==> src/rtl/data_ram_arbiter_pkg.sv <==
// rtl/data_ram_arbiter_pkg.sv - shared types and defaults for the data_ram arbiter
package data_ram_arbiter_pkg;

  localparam int ARB_ADDR_W = 32;
  localparam int ARB_DATA_W = 32;
  localparam int ARB_SEL_W  = ARB_DATA_W / 8;

  // Transaction sequencer states: one request is latched in IDLE, driven to the
  // RAM for exactly one cycle in ACCESS, and acknowledged in RESP.
  typedef enum logic [1:0] {
    ArbIdle   = 2'b00,
    ArbAccess = 2'b01,
    ArbResp   = 2'b10
  } arb_state_e;

  // Master identifiers, also used as the last-grant memory for round-robin.
  typedef enum logic {
    ArbM0 = 1'b0,
    ArbM1 = 1'b1
  } arb_grant_e;

  // The master that did not receive grant g.
  function automatic arb_grant_e arb_other(input arb_grant_e g);
    return (g == ArbM0) ? ArbM1 : ArbM0;
  endfunction

endpackage

==> src/rtl/data_ram_arbiter_if.sv <==
// rtl/data_ram_arbiter_if.sv - bundle of both master ports and the data_ram port
interface data_ram_arbiter_if
  import data_ram_arbiter_pkg::*;
#(
  parameter int ADDR_W = ARB_ADDR_W,
  parameter int DATA_W = ARB_DATA_W,
  parameter int SEL_W  = ARB_SEL_W
);

  // m0: openmips data-memory port
  logic              m0_req;
  logic              m0_we;
  logic [ADDR_W-1:0] m0_addr;
  logic [SEL_W-1:0]  m0_sel;
  logic [DATA_W-1:0] m0_wdata;
  logic              m0_ack;
  logic [DATA_W-1:0] m0_rdata;
  logic              m0_stall;

  // m1: DMA / debug loader
  logic              m1_req;
  logic              m1_we;
  logic [ADDR_W-1:0] m1_addr;
  logic [SEL_W-1:0]  m1_sel;
  logic [DATA_W-1:0] m1_wdata;
  logic              m1_ack;
  logic [DATA_W-1:0] m1_rdata;

  // data_ram port
  logic              ram_ce;
  logic              ram_we;
  logic [ADDR_W-1:0] ram_addr;
  logic [SEL_W-1:0]  ram_sel;
  logic [DATA_W-1:0] ram_wdata;
  logic [DATA_W-1:0] ram_rdata;

  // Arbiter side: receives both master requests and owns the RAM port.
  modport slave (
    input  m0_req, m0_we, m0_addr, m0_sel, m0_wdata,
    output m0_ack, m0_rdata, m0_stall,
    input  m1_req, m1_we, m1_addr, m1_sel, m1_wdata,
    output m1_ack, m1_rdata,
    output ram_ce, ram_we, ram_addr, ram_sel, ram_wdata,
    input  ram_rdata
  );

  // Environment side: the two masters plus the RAM itself.
  modport master (
    output m0_req, m0_we, m0_addr, m0_sel, m0_wdata,
    input  m0_ack, m0_rdata, m0_stall,
    output m1_req, m1_we, m1_addr, m1_sel, m1_wdata,
    input  m1_ack, m1_rdata,
    input  ram_ce, ram_we, ram_addr, ram_sel, ram_wdata,
    output ram_rdata
  );

endinterface

==> src/rtl/data_ram_arbiter_rr_pick2.sv <==
// rtl/data_ram_arbiter_rr_pick2.sv - combinational two-way grant picker
module arb_rr_pick2
  import data_ram_arbiter_pkg::*;
(
  input  logic       req0_i,
  input  logic       req1_i,
  input  arb_grant_e last_i,
  input  logic       mode_i,   // 0 = round-robin, 1 = m0 always wins ties
  output arb_grant_e grant_o
);

  // A lone requester always wins; a tie goes to m0 in fixed mode, otherwise to
  // whichever master was not served last. With no request the output is a
  // don't-care and defaults to m0.
  always_comb begin
    grant_o = ArbM0;
    if (req0_i && req1_i) begin
      grant_o = mode_i ? ArbM0 : arb_other(last_i);
    end else if (req1_i) begin
      grant_o = ArbM1;
    end
  end

endmodule

==> src/rtl/data_ram_arbiter.sv <==
// rtl/data_ram_arbiter.sv - shares the single data_ram port between openmips and a secondary master
module data_ram_arbiter
  import data_ram_arbiter_pkg::*;
#(
  parameter int ADDR_W    = ARB_ADDR_W,
  parameter int DATA_W    = ARB_DATA_W,
  parameter int SEL_W     = ARB_SEL_W,
  parameter int PRIO_MODE = 0
) (
  input logic                clk_i,
  input logic                rst_ni,
  data_ram_arbiter_if.slave  bus_io
);

  arb_state_e        state_q,     state_d;
  arb_grant_e        last_q,      last_d;
  arb_grant_e        gnt_q,       gnt_d;
  logic              ram_ce_q,    ram_ce_d;
  logic              ram_we_q,    ram_we_d;
  logic [ADDR_W-1:0] ram_addr_q,  ram_addr_d;
  logic [SEL_W-1:0]  ram_sel_q,   ram_sel_d;
  logic [DATA_W-1:0] ram_wdata_q, ram_wdata_d;
  logic [DATA_W-1:0] rdata_q,     rdata_d;

  arb_grant_e pick_gnt;
  logic       m0_ack;
  logic       m1_ack;

  arb_rr_pick2 u_pick (
    .req0_i  (bus_io.m0_req),
    .req1_i  (bus_io.m1_req),
    .last_i  (last_q),
    .mode_i  (PRIO_MODE != 0),
    .grant_o (pick_gnt)
  );

  // Next-state logic: latch the winner in IDLE, run one RAM cycle, then respond.
  // The RAM-side signals are computed here so they leave the block registered
  // and never follow the live master inputs.
  always_comb begin
    state_d     = state_q;
    last_d      = last_q;
    gnt_d       = gnt_q;
    ram_ce_d    = ram_ce_q;
    ram_we_d    = ram_we_q;
    ram_addr_d  = ram_addr_q;
    ram_sel_d   = ram_sel_q;
    ram_wdata_d = ram_wdata_q;
    rdata_d     = rdata_q;

    case (state_q)
      ArbIdle: begin
        if (bus_io.m0_req || bus_io.m1_req) begin
          state_d  = ArbAccess;
          gnt_d    = pick_gnt;
          last_d   = pick_gnt;
          ram_ce_d = 1'b1;
          if (pick_gnt == ArbM1) begin
            ram_we_d    = bus_io.m1_we;
            ram_addr_d  = bus_io.m1_addr;
            ram_sel_d   = bus_io.m1_sel;
            ram_wdata_d = bus_io.m1_wdata;
          end else begin
            ram_we_d    = bus_io.m0_we;
            ram_addr_d  = bus_io.m0_addr;
            ram_sel_d   = bus_io.m0_sel;
            ram_wdata_d = bus_io.m0_wdata;
          end
        end
      end

      ArbAccess: begin
        // The RAM sees this cycle's closing edge as the commit point; reads are
        // captured at the same edge, writes return zero.
        state_d  = ArbResp;
        ram_ce_d = 1'b0;
        ram_we_d = 1'b0;
        rdata_d  = ram_we_q ? '0 : bus_io.ram_rdata;
      end

      ArbResp: begin
        state_d = ArbIdle;
        rdata_d = '0;
      end

      default: begin
        state_d  = ArbIdle;
        ram_ce_d = 1'b0;
        ram_we_d = 1'b0;
        rdata_d  = '0;
      end
    endcase
  end

  // State register; reset abandons any in-flight access and gives m0 the first tie.
  always_ff @(posedge clk_i or negedge rst_ni) begin
    if (!rst_ni) begin
      state_q     <= ArbIdle;
      last_q      <= ArbM1;
      gnt_q       <= ArbM0;
      ram_ce_q    <= 1'b0;
      ram_we_q    <= 1'b0;
      ram_addr_q  <= '0;
      ram_sel_q   <= '0;
      ram_wdata_q <= '0;
      rdata_q     <= '0;
    end else begin
      state_q     <= state_d;
      last_q      <= last_d;
      gnt_q       <= gnt_d;
      ram_ce_q    <= ram_ce_d;
      ram_we_q    <= ram_we_d;
      ram_addr_q  <= ram_addr_d;
      ram_sel_q   <= ram_sel_d;
      ram_wdata_q <= ram_wdata_d;
      rdata_q     <= rdata_d;
    end
  end

  // Only the granted master sees ack and data, and only during RESP.
  always_comb begin
    m0_ack = (state_q == ArbResp) && (gnt_q == ArbM0);
    m1_ack = (state_q == ArbResp) && (gnt_q == ArbM1);
  end

  assign bus_io.m0_ack    = m0_ack;
  assign bus_io.m1_ack    = m1_ack;
  assign bus_io.m0_rdata  = m0_ack ? rdata_q : '0;
  assign bus_io.m1_rdata  = m1_ack ? rdata_q : '0;
  assign bus_io.m0_stall  = bus_io.m0_req & ~m0_ack;

  assign bus_io.ram_ce    = ram_ce_q;
  assign bus_io.ram_we    = ram_we_q;
  assign bus_io.ram_addr  = ram_addr_q;
  assign bus_io.ram_sel   = ram_sel_q;
  assign bus_io.ram_wdata = ram_wdata_q;

endmodule

==> src/flat_wrapper.sv <==
// flat-port wrapper written by rule: the top's interface ports become plain ports
module data_ram_arbiter_flat import data_ram_arbiter_pkg::*;
#(
  parameter int ADDR_W    = ARB_ADDR_W,
  parameter int DATA_W    = ARB_DATA_W,
  parameter int SEL_W     = ARB_SEL_W,
  parameter int PRIO_MODE = 0
)
  (clk_i, rst_ni, bus_io_m0_req, bus_io_m0_we, bus_io_m0_addr, bus_io_m0_sel, bus_io_m0_wdata, bus_io_m0_ack, bus_io_m0_rdata, bus_io_m0_stall, bus_io_m1_req, bus_io_m1_we, bus_io_m1_addr, bus_io_m1_sel, bus_io_m1_wdata, bus_io_m1_ack, bus_io_m1_rdata, bus_io_ram_ce, bus_io_ram_we, bus_io_ram_addr, bus_io_ram_sel, bus_io_ram_wdata, bus_io_ram_rdata);
  data_ram_arbiter_if #(.ADDR_W(ADDR_W), .DATA_W(DATA_W), .SEL_W(SEL_W)) bus_io_i ();
  input logic clk_i;
  input logic rst_ni;
  input wire logic [$bits(bus_io_i.m0_req)-1:0] bus_io_m0_req;
  input wire logic [$bits(bus_io_i.m0_we)-1:0] bus_io_m0_we;
  input wire logic [$bits(bus_io_i.m0_addr)-1:0] bus_io_m0_addr;
  input wire logic [$bits(bus_io_i.m0_sel)-1:0] bus_io_m0_sel;
  input wire logic [$bits(bus_io_i.m0_wdata)-1:0] bus_io_m0_wdata;
  output wire logic [$bits(bus_io_i.m0_ack)-1:0] bus_io_m0_ack;
  output wire logic [$bits(bus_io_i.m0_rdata)-1:0] bus_io_m0_rdata;
  output wire logic [$bits(bus_io_i.m0_stall)-1:0] bus_io_m0_stall;
  input wire logic [$bits(bus_io_i.m1_req)-1:0] bus_io_m1_req;
  input wire logic [$bits(bus_io_i.m1_we)-1:0] bus_io_m1_we;
  input wire logic [$bits(bus_io_i.m1_addr)-1:0] bus_io_m1_addr;
  input wire logic [$bits(bus_io_i.m1_sel)-1:0] bus_io_m1_sel;
  input wire logic [$bits(bus_io_i.m1_wdata)-1:0] bus_io_m1_wdata;
  output wire logic [$bits(bus_io_i.m1_ack)-1:0] bus_io_m1_ack;
  output wire logic [$bits(bus_io_i.m1_rdata)-1:0] bus_io_m1_rdata;
  output wire logic [$bits(bus_io_i.ram_ce)-1:0] bus_io_ram_ce;
  output wire logic [$bits(bus_io_i.ram_we)-1:0] bus_io_ram_we;
  output wire logic [$bits(bus_io_i.ram_addr)-1:0] bus_io_ram_addr;
  output wire logic [$bits(bus_io_i.ram_sel)-1:0] bus_io_ram_sel;
  output wire logic [$bits(bus_io_i.ram_wdata)-1:0] bus_io_ram_wdata;
  input wire logic [$bits(bus_io_i.ram_rdata)-1:0] bus_io_ram_rdata;
  assign bus_io_i.m0_req = bus_io_m0_req;
  assign bus_io_i.m0_we = bus_io_m0_we;
  assign bus_io_i.m0_addr = bus_io_m0_addr;
  assign bus_io_i.m0_sel = bus_io_m0_sel;
  assign bus_io_i.m0_wdata = bus_io_m0_wdata;
  assign bus_io_m0_ack = bus_io_i.m0_ack;
  assign bus_io_m0_rdata = bus_io_i.m0_rdata;
  assign bus_io_m0_stall = bus_io_i.m0_stall;
  assign bus_io_i.m1_req = bus_io_m1_req;
  assign bus_io_i.m1_we = bus_io_m1_we;
  assign bus_io_i.m1_addr = bus_io_m1_addr;
  assign bus_io_i.m1_sel = bus_io_m1_sel;
  assign bus_io_i.m1_wdata = bus_io_m1_wdata;
  assign bus_io_m1_ack = bus_io_i.m1_ack;
  assign bus_io_m1_rdata = bus_io_i.m1_rdata;
  assign bus_io_ram_ce = bus_io_i.ram_ce;
  assign bus_io_ram_we = bus_io_i.ram_we;
  assign bus_io_ram_addr = bus_io_i.ram_addr;
  assign bus_io_ram_sel = bus_io_i.ram_sel;
  assign bus_io_ram_wdata = bus_io_i.ram_wdata;
  assign bus_io_i.ram_rdata = bus_io_ram_rdata;
  data_ram_arbiter #(.ADDR_W(ADDR_W), .DATA_W(DATA_W), .SEL_W(SEL_W), .PRIO_MODE(PRIO_MODE)) u_core (.clk_i(clk_i), .rst_ni(rst_ni), .bus_io(bus_io_i));
endmodule
==> config.mk <==
export PLATFORM = sky130hd
export DESIGN_NAME = data_ram_arbiter_flat
export DESIGN_NICKNAME = d
export VERILOG_FILES = /design/src/rtl/data_ram_arbiter_pkg.sv /design/src/rtl/data_ram_arbiter_if.sv /design/src/rtl/data_ram_arbiter_rr_pick2.sv /design/src/rtl/data_ram_arbiter.sv /design/src/flat_wrapper.sv
export SDC_FILE = /design/constraint.sdc
export NUM_CORES = 1
export LEC_CHECK = 0
export CORE_AREA = 2 2 120 122
export CTS_CLUSTER_SIZE = 40
export DETAILED_ROUTE_END_ITERATION = 7
export DIE_AREA = 0 0 122 124
export PLACE_DENSITY_LB_ADDON = 0.08
export SYNTH_ARGS = -nofsm -noshare
export SYNTH_HDL_FRONTEND = slang
export SYNTH_HIERARCHICAL = 1
export SYNTH_SLANG_ARGS = --single-unit
==> constraint.sdc <==
create_clock -name clk_i -period 1.9 [get_ports clk_i]
set_input_delay 0.38 -clock clk_i [delete_from_list [all_inputs] [get_ports clk_i]]
set_output_delay 0.38 -clock clk_i [all_outputs]
set_load 0.005 [all_outputs]
==> results of run 1 <==
logic make-up after synthesis:
group           synth area share [%]
compound gates                  19.7
buf+inv                         4.16
flops                           52.5
mux                             14.2
other cells                   0.0742
simple gates                    9.36
what timing repair did:
item,CTS,global route
gates resized for setup,221,122
setup buffers,12,7
hold buffers,1,0
endpoints found under the setup margin,67,67
pin swaps,8,14
gates cloned,3,2
hold endpoints to repair,1,0
power groups by stage:
stage | Combinational (uW) | Sequential (uW) | Clock [uW]
after global routing | 6280 | 4000 | 2150
after floorplan | 2310 | 3840 | 0
after CTS | 5750 | 3860 | 2040
final | 5810 | 3880 | 1990
after global placement | 5220 | 3830 | 0
after detailed placement | 5340 | 3870 | 0
sequential cells by signal, indices dropped and copies added (netlist names):
| signal | count |
|---|---|
| u_core/bus_io.ram_addr | 32 |
| u_core/bus_io.ram_ce | 1 |
| u_core/bus_io.ram_sel | 4 |
| u_core/bus_io.ram_wdata | 32 |
| u_core/bus_io.ram_we | 1 |
| u_core/gnt_q | 1 |
| u_core/last_q | 1 |
| u_core/rdata_q | 32 |
| u_core/state_q | 2 |
stage by stage:
step           power, uW  TNS (ns)  hold WS, ns
2_1_floorplan       6150         0       0.0844
3_3_place_gp        9050   -0.0259        0.188
3_5_place_dp        9210    -0.480        0.188
4_1_cts            11600     -6.78        0.365
5_1_grt            12400     -9.20        0.366
6_report           11700     -5.49        0.371
routing by layer:
layer  track usage (%)  wire, um
met2              42.5      9630
met1              24.6      6490
met3              6.68      1420
met4              9.70       520
met5                 0         0
critical path, cell delays in order, from the launching register on:
cell,delay (ns)
dfrtp_2,0.44
nor3b_4,0.23
buf_6,0.13
buf_6,0.12
buf_12,0.11
buf_6,0.09
and2_4,0.13
buf_6,0.08
area by class of cell:
class                      count  share of cell area, %
clock buffer                  13                   2.72
inverter                       1                 0.0408
sequential                   106                   28.9
timing repair buffer         354                   39.8
clock inverter                 3                  0.707
multi-input combinational    320                   25.5
tap                          180                   2.45
placed cells by master (no fill, tap or decap), drive strengths merged:
cell	synthesis	routed
buf	21	85
o21ai	139	139
o21ba	1	1
clkbuf	21	25
clkdlybuf4s50	0	242
and3b	1	1
conb	1	1
nor2	3	3
dfrtp	105	105
nor3b	1	1
a22o	32	32
dlygate4sd3	0	1
dfstp	1	1
inv	1	1
mux2i	69	69
a21oi	1	1
nor2b	3	3
clkdlybuf4s15	0	14
bufinv	0	2
or3	1	1
clkinv	0	1
and2	65	65
or2	1	1
mux2	2	2
path summary, 6_finish.rpt:
kind | start | to | depth (start not counted)
max in group asynchronous | rst_ni | u_core/last_q | 3
min in group clk_i | u_core/bus_io.ram_wdata[1] | u_core/bus_io.ram_wdata[1] | 2
hold / removal | rst_ni | u_core/rdata_q[9] | 2
setup reg to reg | u_core/state_q[1] | u_core/bus_io.ram_addr[3] | 7
setup / recovery | u_core/state_q[0] | bus_io_m0_rdata[5] | 7
hold reg to reg | u_core/bus_io.ram_wdata[1] | u_core/bus_io.ram_wdata[1] | 2
==> metrics.cfg, run 1 <==
[yosys]
synth_most_common_cell = o21ai_1
synthTopCellsByArea = dfrtp_1 (52%), mux2i_1 (14%), o21ai_1 (14%), and2_1 (8.0%), a22o_1 (5.5%)
yosysTopAreaCell = dfrtp_1
netlist_area_um2 = 5050
ys_seq_area_share_pct = 52.5
yosys_register_bits = 106
ys_async_sr_fraction_pct = 100
synthesis.nets = 643
synth.distinct_cells = 25
synth_edf_count = 0
syn_avg_cell_area_um2 = 10.8
ys.flop_type = dfrtp_1
netlist_top_cells_count = o21ai_1 (138), dfrtp_1 (105), mux2i_1 (69)
syn_inst = 469
yosysWarnings = 6
netlist.area_leader.share_pct = 52.0

[power]
power.density_nw_per_um2 = 1270
p_sw_uw = 3950
p_int_uw = 7740
peakVddDrop_mv = 0.822
pwr-share-seq_pct = 33.2
swShare_pct = 33.8
power_leakage_uw = 0.00399
power_frac_comb_pct = 49.7
clock_power_share_pct = 17.1

[clock_network]
cts_sinks = 106
cts-root-buf = clkbuf_16
worst_skew_pair.late_latency_ns = 0.35
numCtsBuffers = 9
cts_tree = done
cts_buffer_depth = 2
htreeDepth = 3
clkSlewWorstSetupHoldPaths_ns = 0.07

[layout]
ff_latch_area_um2 = 2660
num_antenna_cells = 0
drive_above_1_share_pct = 23.1
nets = 966
post-route-util_pct = 67.1
syn2layout_area_growth_pct = 82.1
stdcell_count = 977
multi_input_area_um2 = 2340
fillers = 1108
final_area_um2 = 9200

[min_path]
hold_class = input port to async pin

[critical_path]
worstSetupStartpointType = register
worstPathMaxFanout = 4
critPathArrivalTime_ns = 1.68
r2r_slack_ns = 0.14
critPathKind = register to primary output
worstPathRequired_ns = 1.52
endpoint_kind = primary output

[outcome]
violations = setup timing
status = complete, but fails checks

[place]
dp.cells = 941
port_buffers = 310
hpwl_mm = 12.7
place_area_um2 = 8510
dp_slack_ns = -0.0650
gp_congestion = 0.753

[detailed_routing]
drtPass1Iterations = 4
vias_per_cell = 5.05
ant_nets = 0
routedWlPerCell_um = 18.5
num_vias = 4937
first_iter_violations = 248
drt_wl_total_mm = 18.1
drc = 0

[timing]
slew_violations = 0
hold_viol_final = 0
fin_crit_sh_pct = 109
clock.fmax_ghz = 0.485
setup_ws_ns = -0.163
fin_worst_skew_ns = 0.00411
rsz0062_at_grt = yes
final-setup-viol-count = 55
layout_min_cycle_time_ns = 2.06

[die]
core_um2 = 13700
die_w_um = 122
initial_core_util_pct = 36.8
die_h_um = 124
ios = 311
row_count = 43
dieArea_um2 = 15100

[global_route]
grt_pass1_wl_mm = 26.6
grt_usage_pct = 23.0
grt_pass1_vias = 5095
grt_max_degree = 69
overflow = 0
grt_antenna_before_repair = 0

[flow_run]
cap_violations = 0

(Power assumes the default switching activity.)
==> inputs of run 2 (changes only) <==
- RECOVER_POWER: default -> 25
==> metrics.cfg, run 2 (synthesis gave the netlist of run 1 again) <==
[die]
row_count = 43
die_h_um = 124
core_um2 = 13700
initial_core_util_pct = 36.8
dieArea_um2 = 15100
die_w_um = 122
ios = 311

[global_route]
grt_use_met1_pct = 24.6
grt_max_degree = 69
grt_pass1_wl_mm = 26.6
grt_usage_pct = 23.0
grt_busiest_layer = met2
overflow = 0
grt_use_met2_pct = 42.5
grtUsageMet3_pct = 6.68
grt_pass1_vias = 5095
grt_antenna_before_repair = 0

[detailed_routing]
num_vias = 4920
first_iter_violations = 213
drt_wl_total_mm = 18.0
ant_nets = 0
routedWlPerCell_um = 18.5
drc = 0
drtPass1Iterations = 4
vias_per_cell = 5.04

[clock_network]
cts_sinks = 106
cts_buffer_depth = 2
htreeDepth = 3
clkSlewWorstSetupHoldPaths_ns = 0.07
worst_skew_pair.late_latency_ns = 0.35
cts_tree = done
cts-root-buf = clkbuf_16
numCtsBuffers = 9

[place]
place_area_um2 = 8510
dp_slack_ns = -0.0650
hpwl_mm = 12.7
port_buffers = 310
dp.cells = 941
gp_congestion = 0.753

[timing]
tns_ns = -5.55
rsz0062_at_grt = yes
clock.fmax_ghz = 0.485
worst_pin_slew_ns = 0.766
hold_viol_final = 0
layout_min_cycle_time_ns = 2.06
slew_violations = 0
setup_ws_ns = -0.164
fin_worst_skew_ns = 0.00463
slew_headroom_pct = 48.9
fin_crit_sh_pct = 109
final-setup-viol-count = 55

[layout]
syn2layout_area_growth_pct = 81.6
layout_commonest_cell = clkdlybuf4s50_1
post-route-util_pct = 66.9
final_area_um2 = 9170
drive_above_1_share_pct = 23.0
final_cell_mix = clkdlybuf4s50_1 (242), o21ai_1 (138), dfrtp_1 (104)
nets = 966
stdcell_count = 977
num_antenna_cells = 0

[outcome]
status = complete, but fails checks
violations = setup timing

[critical_path]
critPathKind = register to primary output
critPathArrivalTime_ns = 1.68
crit_path_start = u_core/state_q[0]
rr_startpoint = u_core/state_q[1]
worstPathRequired_ns = 1.52
worstSetupStartpointType = register
endpoint_kind = primary output
worstPathMaxFanout = 4

[flow_run]
cap_violations = 0

[power]
peakVddDrop_mv = 0.825
power_leakage_uw = 0.00397
power.density_nw_per_um2 = 1270

[min_path]
hold_class = input port to async pin

run 2: timing repair:
| action | in CTS | in global routing |
|---|---|---|
| cloned | 3 | 2 |
| endpoints found under the hold margin | 1 | 0 |
| setup buffers | 12 | 7 |
| hold buffers | 1 | 0 |
| pin swaps | 8 | 14 |
| setup endpoints to repair | 67 | 67 |
| resized for setup | 221 | 122 |
run 2: path summary, 6_finish.rpt:
path                                              end  slack (ns)  cells after the start
hold / removal                      u_core/rdata_q[9]        0.36                      2
setup / recovery                   bus_io_m0_rdata[8]       -0.16                      7
max in group asynchronous           u_core/state_q[0]        0.51                      3
min in group clk_i         u_core/bus_io.ram_wdata[9]        0.50                      2
hold reg to reg            u_core/bus_io.ram_wdata[9]        0.50                      2
setup reg to reg            u_core/bus_io.ram_addr[3]        0.13                      7
run 2: power by group:
part / total (uW) / internal, uW / switching [uW]
Clock: 2000 / 1190 / 809
Combinational: 5800 / 3270 / 2520
Sequential: 3880 / 3270 / 615
run 2: cell type report:
cell class	instances	area (um^2)
clock inverter	3	65.1
multi-input combinational	320	2340
fill	1114	4550
tap	180	225
sequential	106	2660
inverter	1	3.75
clock buffer	13	250
timing repair buffer	354	3630
run 2: per-stage QoR:
stage	hold slack, ns	total power (uW)
after floorplan	0.0844	6150
after global placement	0.188	9050
after detailed placement	0.188	9210
after CTS	0.365	11600
after global routing	0.364	12400
final	0.359	11700
run 2: worst max-delay path, stage by stage, from the launching register on:
cell and delay (ns):
dfrtp_2 0.44, nor3b_4 0.23, buf_6 0.13, buf_6 0.12, buf_12 0.11, buf_6 0.09
and2_4 0.13, buf_6 0.08
run 2: layer usage:
metal,vias up,routed length [um]
li1,2312,-
met1,2349,6470
met2,220,9630
met3,39,1410
met4,0,523
met5,-,0
==> inputs of run 3 (changes only) <==
- CAP_MARGIN: default -> 20
==> results of run 3 <==
Final layout, timing and power as in run 2 (identical DEF).
